`src/rtl/jk_pkg.sv`:
```
// ---------------------------------------------------------------------------
// jk_pkg
// Shared definitions for the JK-cell based synchronous counter.
//   - JK_* : 2-bit {J,K} mode encodings (hold / clear / set / toggle)
//   - jk_next() : next value of a single JK storage bit given (q, j, k)
// ---------------------------------------------------------------------------
package jk_pkg;

    localparam logic [1:0] JK_HOLD = 2'b00;
    localparam logic [1:0] JK_CLR  = 2'b01;
    localparam logic [1:0] JK_SET  = 2'b10;
    localparam logic [1:0] JK_TGL  = 2'b11;

    // Classic JK characteristic equation, written as a mode decode.
    function automatic logic jk_next(input logic q, input logic j, input logic k);
        logic r_nxt;
        case ({j, k})
            JK_HOLD: r_nxt = q;
            JK_CLR:  r_nxt = 1'b0;
            JK_SET:  r_nxt = 1'b1;
            JK_TGL:  r_nxt = ~q;
            default: r_nxt = q;
        endcase
        return r_nxt;
    endfunction

endpackage : jk_pkg

```
`src/rtl/jk_cell.sv`:
```
// ---------------------------------------------------------------------------
// jk_cell
// Single-bit JK flip-flop, rising-edge clocked, asynchronous active-low reset.
// Ports:
//   clk  : clock
//   rst  : asynchronous reset, active-low (clears the bit)
//   i_j  : J input
//   i_k  : K input
//   o_q  : stored bit
// ---------------------------------------------------------------------------
module jk_cell
    import jk_pkg::*;
(
    input  logic clk,
    input  logic rst,
    input  logic i_j,
    input  logic i_k,
    output logic o_q
);

    logic r_q;

    // JK storage bit: async clear, otherwise follow the JK characteristic.
    always_ff @(posedge clk or negedge rst) begin
        if (!rst) begin
            r_q <= 1'b0;
        end else begin
            r_q <= jk_next(r_q, i_j, i_k);
        end
    end

    assign o_q = r_q;

endmodule : jk_cell

```
`src/rtl/jk_sync_counter.sv`:
```
// ---------------------------------------------------------------------------
// jk_sync_counter
// Modulo-MODULUS synchronous up/down counter built from WIDTH JK cells. The
// next count is computed first, then turned into per-bit J/K excitation
// (minimal form: set, clear or hold only) which drives the cells.
// Parameters:
//   WIDTH   : counter width in bits
//   MODULUS : count range 0..MODULUS-1 (2..2**WIDTH)
// Ports:
//   clk  : rising-edge clock
//   rst  : asynchronous reset, active-low (q=0, wrap=0)
//   en   : count enable
//   up   : direction, 1 = up, 0 = down
//   load : synchronous load of din (highest priority, clamped to MODULUS-1)
//   din  : load value
//   q    : current count
//   j, k : per-bit excitation, combinational
//   tc   : terminal count, combinational
//   wrap : one-cycle pulse after a wrap-around edge, registered
// ---------------------------------------------------------------------------
module jk_sync_counter
    import jk_pkg::*;
#(
    parameter int WIDTH   = 4,
    parameter int MODULUS = 10
) (
    input  logic             clk,
    input  logic             rst,
    input  logic             en,
    input  logic             up,
    input  logic             load,
    input  logic [WIDTH-1:0] din,
    output logic [WIDTH-1:0] q,
    output logic [WIDTH-1:0] j,
    output logic [WIDTH-1:0] k,
    output logic             tc,
    output logic             wrap
);

    localparam logic [WIDTH-1:0] LAST = WIDTH'(MODULUS - 1);
    localparam logic [WIDTH-1:0] ZERO = {WIDTH{1'b0}};
    localparam logic [WIDTH-1:0] ONE  = WIDTH'(1);
    // One extra bit so MODULUS = 2**WIDTH is representable in the clamp compare.
    localparam logic [WIDTH:0]   MOD_EXT = (WIDTH + 1)'(MODULUS);

    logic [WIDTH-1:0] w_q;
    logic [WIDTH-1:0] w_next;
    logic [WIDTH-1:0] w_j;
    logic [WIDTH-1:0] w_k;
    logic             w_tc;
    logic             r_wrap;

    // Next-count selection: load > count up > count down > hold.
    always_comb begin
        w_next = w_q;
        if (load) begin
            if ({1'b0, din} >= MOD_EXT) begin
                w_next = LAST;
            end else begin
                w_next = din;
            end
        end else if (en) begin
            if (up) begin
                w_next = (w_q == LAST) ? ZERO : (w_q + ONE);
            end else begin
                w_next = (w_q == ZERO) ? LAST : (w_q - ONE);
            end
        end else begin
            w_next = w_q;
        end
    end

    // Minimal excitation: set bits rising 0->1, clear bits falling 1->0.
    assign w_j = ~w_q &  w_next;
    assign w_k =  w_q & ~w_next;

    // Terminal count: the next enabled, non-load edge wraps the counter.
    always_comb begin
        w_tc = 1'b0;
        if (en && !load) begin
            w_tc = up ? (w_q == LAST) : (w_q == ZERO);
        end else begin
            w_tc = 1'b0;
        end
    end

    // Bank of JK storage cells holding the count.
    for (genvar g = 0; g < WIDTH; g++) begin : g_cell
        jk_cell u_cell (
            .clk (clk),
            .rst (rst),
            .i_j (w_j[g]),
            .i_k (w_k[g]),
            .o_q (w_q[g])
        );
    end

    // Wrap pulse: an edge taken with tc high is exactly a wrap-around edge.
    always_ff @(posedge clk or negedge rst) begin
        if (!rst) begin
            r_wrap <= 1'b0;
        end else begin
            r_wrap <= w_tc;
        end
    end

    assign q    = w_q;
    assign j    = w_j;
    assign k    = w_k;
    assign tc   = w_tc;
    assign wrap = r_wrap;

endmodule : jk_sync_counter

```
`config.mk`:
```
export PLATFORM = sky130hd
export DESIGN_NAME = jk_sync_counter
export DESIGN_NICKNAME = d
export VERILOG_FILES = /design/src/rtl/jk_pkg.sv /design/src/rtl/jk_cell.sv /design/src/rtl/jk_sync_counter.sv
export SDC_FILE = /design/constraint.sdc
export NUM_CORES = 1
export LEC_CHECK = 0
export BUFFER_PORTS_ARGS = -buffer_cell sky130_fd_sc_hd__buf_2
export CAP_MARGIN = 10
export CORE_UTILIZATION = 49
export CTS_CLUSTER_DIAMETER = 150
export DETAILED_ROUTE_END_ITERATION = 16
export PLACE_DENSITY = 0.78
export SLEW_MARGIN = 25
export SYNTH_ARGS = -nofsm -noshare
export SYNTH_HDL_FRONTEND = slang
export SYNTH_SLANG_ARGS = --single-unit
```
`constraint.sdc`:
```
create_clock -name clk -period 2.61 [get_ports clk]
set_clock_uncertainty 0.1 [all_clocks]
set_input_delay 0.261 -clock clk [delete_from_list [all_inputs] [get_ports clk]]
set_output_delay 0.261 -clock clk [all_outputs]
set_load 0.005 [all_outputs]
```
**After elaboration in Yosys (flattened, before gate mapping)**

Index checks and enable logic that the tools add are counted.

- Flip-flop bits (word level): 5
- Logic and storage cells: 48

- Muxes and demuxes: 12
- Bitwise gates (word level): 8
- $add $sub $neg: 2
- Eq/ne operators: 13
- Reductions and logical operators: 7
- $lt $le $gt $ge: 1

Operator list:

| cell | count |
|---|---|
| $mux W4 | 6 |
| $eq A2 B2 Y1 const B | 8 |
| $pmux W1 S3 | 4 |
| $and A4 B4 Y4 | 2 |
| $eq A2 B1 Y1 const B | 4 |
| $logic_not A2 Y1 | 4 |
| $not A4 Y4 | 2 |
| $add A4 B1 Y4 const B | 1 |
| $eq A4 B4 Y1 const B | 1 |
| $ge A4 B4 Y1 const B | 1 |
| $logic_not A4 Y1 | 1 |
| $not A1 Y1 | 4 |
| $sub A4 B1 Y4 const B | 1 |
| $mux W1 | 2 |
| $logic_and A1 B1 Y1 | 1 |
| $logic_not A1 Y1 | 1 |

**Longest topological paths before layout**

Gate-level depths: netlist of the first run.

- Depth after elaboration: 9
- Gate-level depth with buffers: 8
- Mapped depth without buffers: 8

**Hierarchy**

A second synthesis of the first run with hierarchy kept.

- Cell total of the unflattened synthesis: 57
- Area total of the unflattened synthesis: 452.9 um^2

Modules (own cells, without submodules):

| module | area each (um^2) | cells each | sequential area each (um^2) | times used |
|---|---|---|---|---|
| jk_sync_counter | 317.8 | 45 | 25.0 | 1 |
| jk_cell | 33.8 | 3 | 25.0 | 4 |

**Worst setup path before layout of the first run**

No wires, ideal clock.

- Path kind: reg2reg
- Start: reg g_cell[0].u_cell.r_q
- End: reg g_cell[2].u_cell.r_q
- Stages on the path, launching flop included: 9
- Data required time: 2.385 ns
- Clock period less this slack: 2.270 ns
- Setup slack: 0.340 ns
- Data arrival time: 2.046 ns
- Cell sequence: dfrtp_1 inv_1 ha_1 mux2_1 nand2_1 nor3_1 o31a_1 ha_1 mux2_2

- Cells in the longest elaborated chain, start to end: 9

Ends and longest elaborated chain:

| what | line | text |
|---|---|---|
| start, declared | jk_cell.sv:21 | `logic r_q;` |
| start signal, assigned | jk_cell.sv:28 | `r_q <= jk_next(r_q, i_j, i_k);` |
| $sub A4 B1 Y4, or another cell as far along | jk_sync_counter.sv:66 | `w_next = (w_q == ZERO) ? LAST : (w_q - ONE);` |
| $mux W4 (on tied branches) | jk_sync_counter.sv:66, jk_sync_counter.sv:64 |  |
| $mux W4 (*) | jk_sync_counter.sv:63 | `if (up) begin` |
| $mux W4 (*) | jk_sync_counter.sv:62 | `end else if (en) begin` |
| $mux W4 (*) | jk_sync_counter.sv:56 | `if (load) begin` |
| $not A4 Y4 | jk_sync_counter.sv:75 | `assign w_k = w_q & ~w_next;` |
| $and A4 B4 Y4 | jk_sync_counter.sv:75 |  |
| $eq A2 B2 Y1 or $eq A2 B1 Y1 (tied branches) | jk_pkg.sv:17 | `case ({j, k})` |
| $pmux W1 S3 | jk_pkg.sv:17 |  |
| end signal, assigned | jk_cell.sv:28 |  |
| end, declared | jk_cell.sv:21 |  |

Mark *: on every way between the ends. The rest lies on a longest branch, timed or not.
A chain may end at the register's enable or synchronous reset.

**Worst setup path after layout of the first run**

- Start: reg g_cell[0].u_cell.r_q
- End: out j[3]

- Cells in the longest elaborated chain, start to end: 6

Ends and longest elaborated chain:

| what | line | text |
|---|---|---|
| $sub A4 B1 Y4, or another cell as far along | jk_sync_counter.sv:66 |  |
| $mux W4 (on tied branches) | jk_sync_counter.sv:66, jk_sync_counter.sv:64 |  |
| $mux W4 (*) | jk_sync_counter.sv:63 |  |
| $mux W4 (*) | jk_sync_counter.sv:62 |  |
| $mux W4 (*) | jk_sync_counter.sv:56 |  |
| $and A4 B4 Y4 (*) | jk_sync_counter.sv:74 | `assign w_j = ~w_q & w_next;` |
| end, declared | jk_sync_counter.sv:34 | `output logic [WIDTH-1:0] j,` |

Marks and branches as above.

==> impl_metrics.json, run 1 <==
{
  "status": "finished, final reports clean",
  "die_h_um": 39.7,
  "ys_ff_latch": 5,
  "fin_crit_ns": 2.43,
  "clk_latency_ns": 0.23,
  "die_w_um": 39.7,
  "clk_pin_slew_ns": 0.04,
  "final_layout_size_suffix_gt1_share_pct": 36.2,
  "arrival_ns": 2.07,
  "max_freq_mhz": 411,
  "grt.total_usage_pct": 21.5,
  "grt_max_degree": 15,
  "path_max_fanout": 12,
  "start_util_pct": 52.9,
  "ir_worst_vdd_uv": 482,
  "cts_buffers": 3,
  "rsz0062_at_grt": "false",
  "synthXorXnorAreaFrac_pct": 2.51,
  "synth_edf_count": 0,
  "rr_startpoint": "g_cell[0].u_cell.o_q",
  "hp-class": "input port to async pin",
  "setup_viol": 0,
  "cts_tree": "done",
  "cts_setup_buffers": 0,
  "cts_num_sinks": 5,
  "async_reset_ff_share_pct": 100,
  "port_buffers": 22,
  "p_leak_uw": 0.000400,
  "routed_via_density": 5.55,
  "vias": 605,
  "avgRoutedWirePerCell_um": 12.1,
  "r2r_cells": 8,
  "grt_first_pass_wirelength_mm": 2.20,
  "wl_mm": 1.32,
  "gp_congestion": 0.867,
  "synthCells": 80,
  "syn2layout_area_growth_pct": 11.7,
  "drc_errors": 0,
  "endpoint": "j[3]",
  "ff2ff_setup_slack_ns": 0.28,
  "htreeDepth": 1,
  "drtIter0Drc": 6,
  "worstSetupEndpointType": "primary output",
  "syn_nets": 101,
  "yosysSeqAreaShare_pct": 18.0,
  "grt_overflow": 0,
  "ant_nets": 0,
  "r2r_end": "g_cell[3].u_cell.o_q",
  "synth_compound_area_share_pct": 23.2,
  "hold_viol": 0,
  "fin_nets": 116,
  "root_buffer": "clkbuf_4",
  "tns_ns": 0,
  "drv_slew": 0,
  "synth_area_um2": 697,
  "ys_warn_count": 0,
  "synth_mux_area_share_pct": 8.08,
  "fin_util_pct": 59.1,
  "grt_pass1_vias": 495,
  "num_rows": 13,
  "relSlewSlack_pct": 71.6,
  "crit_path_start": "g_cell[0].u_cell.o_q",
  "cts_max_path_buffers": 2,
  "yosysUniqueCellTypes": 31,
  "design_area_um2": 778,
  "synth_top_family_by_area": "compound AO/OA/AOI/OAI gates",
  "core_area_um2": 1320,
  "synth_fa_ha_area_share_pct": 21.5,
  "die_area_um2": 1580,
  "antenna_found_initial": 0,
  "synth_ff_type": "dfrtp_1",
  "synth_area_per_cell_um2": 8.71,
  "fill_cells": 123,
  "p_per_area_nw_per_um2": 900,
  "cap_violations": 0,
  "yosys.area_share.simple_pct": 8.26,
  "place_area_um2": 734,
  "fin_crit_sh_pct": 93.2,
  "worstSetupPathType": "flop to primary output",
  "dpl.hpwl_mm": 1.13,
  "first_pass_iters": 4,
  "start_kind": "flop",
  "ios": 23,
  "tightest_slew_ns": 0.425,
  "antenna_cells": 0,
  "required_ns": 2.25
}
==> worst max-delay path: stages, from the launching register on <==
cell and delay, ns:
dfrtp_2 0.46, inv_1 0.12, ha_1 0.23, o21bai_1 0.15, a21oi_1 0.15, o21bai_1 0.10, a221o_1 0.31, ha_1 0.19
buf_2 0.13
==> layer usage <==
layer | vias to the layer above | GRT usage (%) | part of all wire (%)
met2 | 24 | 32.4 | 48
met4 | 0 | 10.3 | 0
met1 | 274 | 29.1 | 47
met3 | 0 | 3.41 | 5.2
li1 | 307 | - | -
met5 | - | 0 | 0
==> cells in the mapped netlist, drive strengths merged, types with 2 or more instances <==
cell     n  area (µm²)
buf     13        95.1
ha      12         150
inv      8        30.0
dfrtp    5         125
mux2     5        56.3
o21ai    5        25.0
nor3     4        20.0
a21oi    3        15.0
nand2    3        11.3
nand3    2        10.0
o21bai   2        15.0
o31a     2        17.5
o31ai    2        15.0
==> layout by cell type (no fill, tap or decap), types with 3 or more instances in the layout <==
cell / synthesis / layout
nand2_1: 3 / 3
clkbuf_4: 0 / 3
inv_1: 7 / 7
a21oi_1: 3 / 3
mux2_2: 4 / 4
o21ai_0: 4 / 4
nor3_1: 4 / 4
ha_1: 12 / 12
buf_2: 1 / 22
dfrtp_1: 5 / 4
==> sequential cells by signal, indices dropped and copies added (netlist names) <==
signal             count
g_cell.u_cell.o_q      4
wrap                   1
==> cell type report <==
class / count / area (µm²) / area share (%)
inverter: 8 / 30.0 / 3.86
tap: 15 / 18.8 / 2.41
multi-input combinational: 53 / 449 / 57.7
timing repair buffer: 24 / 128 / 16.4
sequential: 5 / 126 / 16.2
clock buffer: 4 / 26.3 / 3.38
==> worst min-delay path by stage <==
stage / end / slack [ns] / depth (start not counted)
after floorplan: g_cell[0].u_cell.o_q / -0.13 / 0
after global placement: g_cell[3].u_cell.o_q / -0.02 / 1
after detailed placement: g_cell[3].u_cell.o_q / -0.02 / 1
after CTS: g_cell[3].u_cell.o_q / 0.26 / 2
after global routing: g_cell[3].u_cell.o_q / 0.28 / 2
final: g_cell[3].u_cell.o_q / 0.27 / 2
==> power breakdown <==
group / switching [µW] / internal, µW
clock network: 27.4 / 57.5
logic: 225 / 223
registers: 57.3 / 110
total: 310 / 391
==> stage by stage <==
| step | hold WS, ns | worst slack (ns) | cells | power [µW] |
|---|---|---|---|---|
| finish | 0.268 | 0.176 | 109 | 701 |
| global route | 0.277 | 0.0605 | 109 | 780 |
| CTS | 0.259 | 0.0452 | 109 | 703 |
| detailed placement | -0.0169 | 0.176 | 104 | 614 |
| global placement | -0.0205 | 0.246 | 104 | 594 |
| floorplan | -0.135 | 0.340 | 80 | 552 |
==> cell families after synthesis <==
| logic type | after synthesis |
|---|---|
| flip-flops | 5 |
| multiplexers | 5 |
| XOR/XNOR | 2 |
| AND/OR/NAND/NOR | 12 |
| AO/OA/AOI/OAI | 22 |
| buffers and inverters | 22 |
| adder cells (fa/ha/maj) | 12 |
==> repair_timing <==
action | CTS | global route
hold buffers | 1 | 0
resized for setup | 0 | 2
endpoints found under the hold margin | 5 | 0
setup endpoints to repair | 0 | 5
No activity file was read; power rests on OpenSTA's default activity.
==> run 2, diff against run 1 <==
--- a/config.mk
+++ b/config.mk
@@ -5,6 +5,7 @@
 export SDC_FILE = /design/constraint.sdc
 export NUM_CORES = 1
 export LEC_CHECK = 0
+export ABC_AREA = 1
 export BUFFER_PORTS_ARGS = -buffer_cell sky130_fd_sc_hd__buf_2
 export CAP_MARGIN = 10
 export CORE_UTILIZATION = 49
==> run 2 against run 1 <==
  * Final cell count rose by 14%
  * Sequential share of layout area barely moved
  * Combinational power rose by 8.9%
  * Clock power rose by 1%
  * Via count rose by 2.8%
  * Non-clock buffer count fell by 1
  * Synthesized cell count rose by 18%
  * First-iteration DRC count rose by 100%
  * Die area fell by 0.53%
  * Register-to-register slack improved by 0.27 ns
  * Sequential power rose by 13%
  * Critical endpoint is now j[1]
==> impl_metrics.json, run 2 <==
{
  "status": "finished, final reports clean",
  "core_area_um2": 1300,
  "hp-class": "input port to flop",
  "root_buffer": "clkbuf_4",
  "worstSetupPathType": "flop to primary output",
  "cts_max_path_buffers": 2,
  "fin_crit_ns": 2.34,
  "arrival_ns": 1.98,
  "htreeDepth": 1,
  "worstSetupEndpointType": "primary output",
  "drv_slew": 0,
  "setup_viol": 0,
  "synth_ff_type": "dfrtp_1",
  "ant_nets": 0,
  "place_area_um2": 732,
  "path_max_fanout": 8,
  "max_freq_mhz": 428,
  "yosysUniqueCellTypes": 24,
  "drtIter0Drc": 12,
  "ys_ff_latch": 5,
  "largest_register_ffs": 4,
  "syn_nets": 115,
  "crit_slowest_cell": "dfrtp_1",
  "grt_max_degree": 9,
  "holdCritStartpoint": "load",
  "port_buffers": 22,
  "synthTopCellsByArea": "ha_1, dfrtp_1, buf_4",
  "rr_startpoint": "g_cell[0].u_cell.o_q",
  "max_stage_delay_ns": 0.48,
  "cts_num_sinks": 5,
  "mostFrequentLayoutCells": "buf_2, ha_1, nand2_1",
  "fill_cells": 120,
  "syn2layout_area_growth_pct": 10.8,
  "fin_nets": 131,
  "ir_worst_vdd_uv": 519,
  "grt_first_pass_wirelength_mm": 2.15,
  "dpl.hpwl_mm": 1.06,
  "synth_area_um2": 693,
  "drc_errors": 0,
  "clk_pin_slew_ns": 0.04,
  "synth_top_area_share_pct": 21.7,
  "ys_warn_count": 0,
  "relSlewSlack_pct": 78.5,
  "final_common_cell": "buf_2",
  "p_leak_uw": 0.000451,
  "netlist_top_cells_count": "buf_4, ha_1, nand2_1",
  "cts_setup_buffers": 0,
  "cts_buffers": 3,
  "grt_pass1_vias": 524,
  "cts_tree": "done",
  "required_ns": 2.25,
  "antenna_cells": 0,
  "cap_violations": 0,
  "crit_path_start": "g_cell[0].u_cell.o_q",
  "start_util_pct": 53.3,
  "vias": 622,
  "first_pass_iters": 4,
  "yosysSeqAreaShare_pct": 18.1,
  "gp_congestion": 0.841,
  "synth_largest_area_cell": "ha_1",
  "synthCells": 94,
  "final_layout_size_suffix_gt1_share_pct": 33.0,
  "wl_mm": 1.31,
  "synth_edf_count": 0,
  "async_reset_ff_share_pct": 100,
  "ios": 23,
  "die_w_um": 39.6,
  "hold_viol": 0,
  "routed_via_density": 5.02,
  "tightest_slew_ns": 0.322,
  "synth_area_per_cell_um2": 7.37,
  "fin_util_pct": 59.0,
  "grt.total_usage_pct": 20.7,
  "avgRoutedWirePerCell_um": 10.5,
  "design_area_um2": 768,
  "start_kind": "flop",
  "clk_latency_ns": 0.24,
  "antenna_found_initial": 0,
  "die_area_um2": 1570,
  "fin_crit_sh_pct": 89.6,
  "crit_top_cell": "ha_1",
  "die_h_um": 39.6,
  "p_per_area_nw_per_um2": 994,
  "rsz0062_at_grt": "false",
  "num_rows": 13,
  "grt_overflow": 0,
  "crit_chain": "inv_1 -> ha_1 -> xnor2_1 -> a31oi_2 -> inv_2 -> ha_1 -> buf_2",
  "tns_ns": 0
}
-- run 2: layout make-up --
cell class / instances / area [µm²] / area share, %
Sequential cell: 5 / 125 / 16.3
Inverter: 13 / 48.8 / 6.35
Clock buffer: 4 / 26.3 / 3.42
Multi-Input combinational cell: 64 / 429 / 55.9
Timing Repair Buffer: 23 / 120 / 15.6
Tap cell: 15 / 18.8 / 2.44
-- run 2: per-layer routing --
metal | wire length [µm] | GRT usage [%] | up-vias | share of wire (%)
met5 | 0 | 0 | - | 0
met1 | 625 | 29.4 | 271 | 48
met4 | 16 | 12.9 | 0 | 1.2
li1 | - | - | 331 | -
met2 | 625 | 28.3 | 18 | 48
met3 | 39 | 3.41 | 2 | 3.0
-- run 2: path summary, 6_finish.rpt --
kind | end | slack, ns | depth (start not counted)
min reg2reg | g_cell[2].u_cell.o_q | 0.65 | 2
max | j[1] | 0.27 | 7
max reg2reg | g_cell[3].u_cell.o_q | 0.55 | 9
min in group asynchronous | g_cell[3].u_cell.o_q | 0.26 | 2
min | wrap | 0.19 | 2
max in group asynchronous | g_cell[2].u_cell.o_q | 2.02 | 2
-- run 2: worst max-delay path: cells and delay by family (launching register included) --
| kind | cells | cell delay [ns] |
|---|---|---|
| xor gates and xnor gates | 1 | 0.15 |
| adders and majority gates | 2 | 0.52 |
| DFF | 1 | 0.48 |
| buffers and inverters | 3 | 0.37 |
| AOI/OAI and AO/OA | 1 | 0.22 |
-- run 2: stage by stage --
stage               setup slack [ns]  hold WS (ns)  cells  total power, µW
finish                         0.271         0.191    124              763
floorplan                      0.697        -0.135     94              623
global placement               0.545       -0.0219    119              666
detailed placement             0.537       -0.0228    119              678
global route                   0.124         0.194    124              860
CTS                            0.263         0.174    124              771
-- run 2: kinds of logic (layout without fill, tap and decap cells) --
| family | count (synthesis) | after routing | synth area share [%] |
|---|---|---|---|
| AND/OR/NAND/NOR | 36 | 36 | 25.3 |
| buffers and inverters | 25 | 40 | 20.0 |
| XOR/XNOR | 1 | 1 | 1.26 |
| AO/OA/AOI/OAI | 15 | 15 | 13.7 |
| flip-flops | 5 | 5 | 18.1 |
| adder cells (fa/ha/maj) | 12 | 12 | 21.7 |
-- run 2: repair_timing --
item,4_1_cts,5_1_grt
resized for setup,0,0
hold buffers,1,0
hold endpoints to repair,5,0
endpoints found under the setup margin,0,0
-- run 2: where the power goes --
group	total, µW	switching [µW]	internal, µW
sequential	188	74.1	114
combinational	489	275	215
clock	86.2	28.6	57.6
total	763	377	386
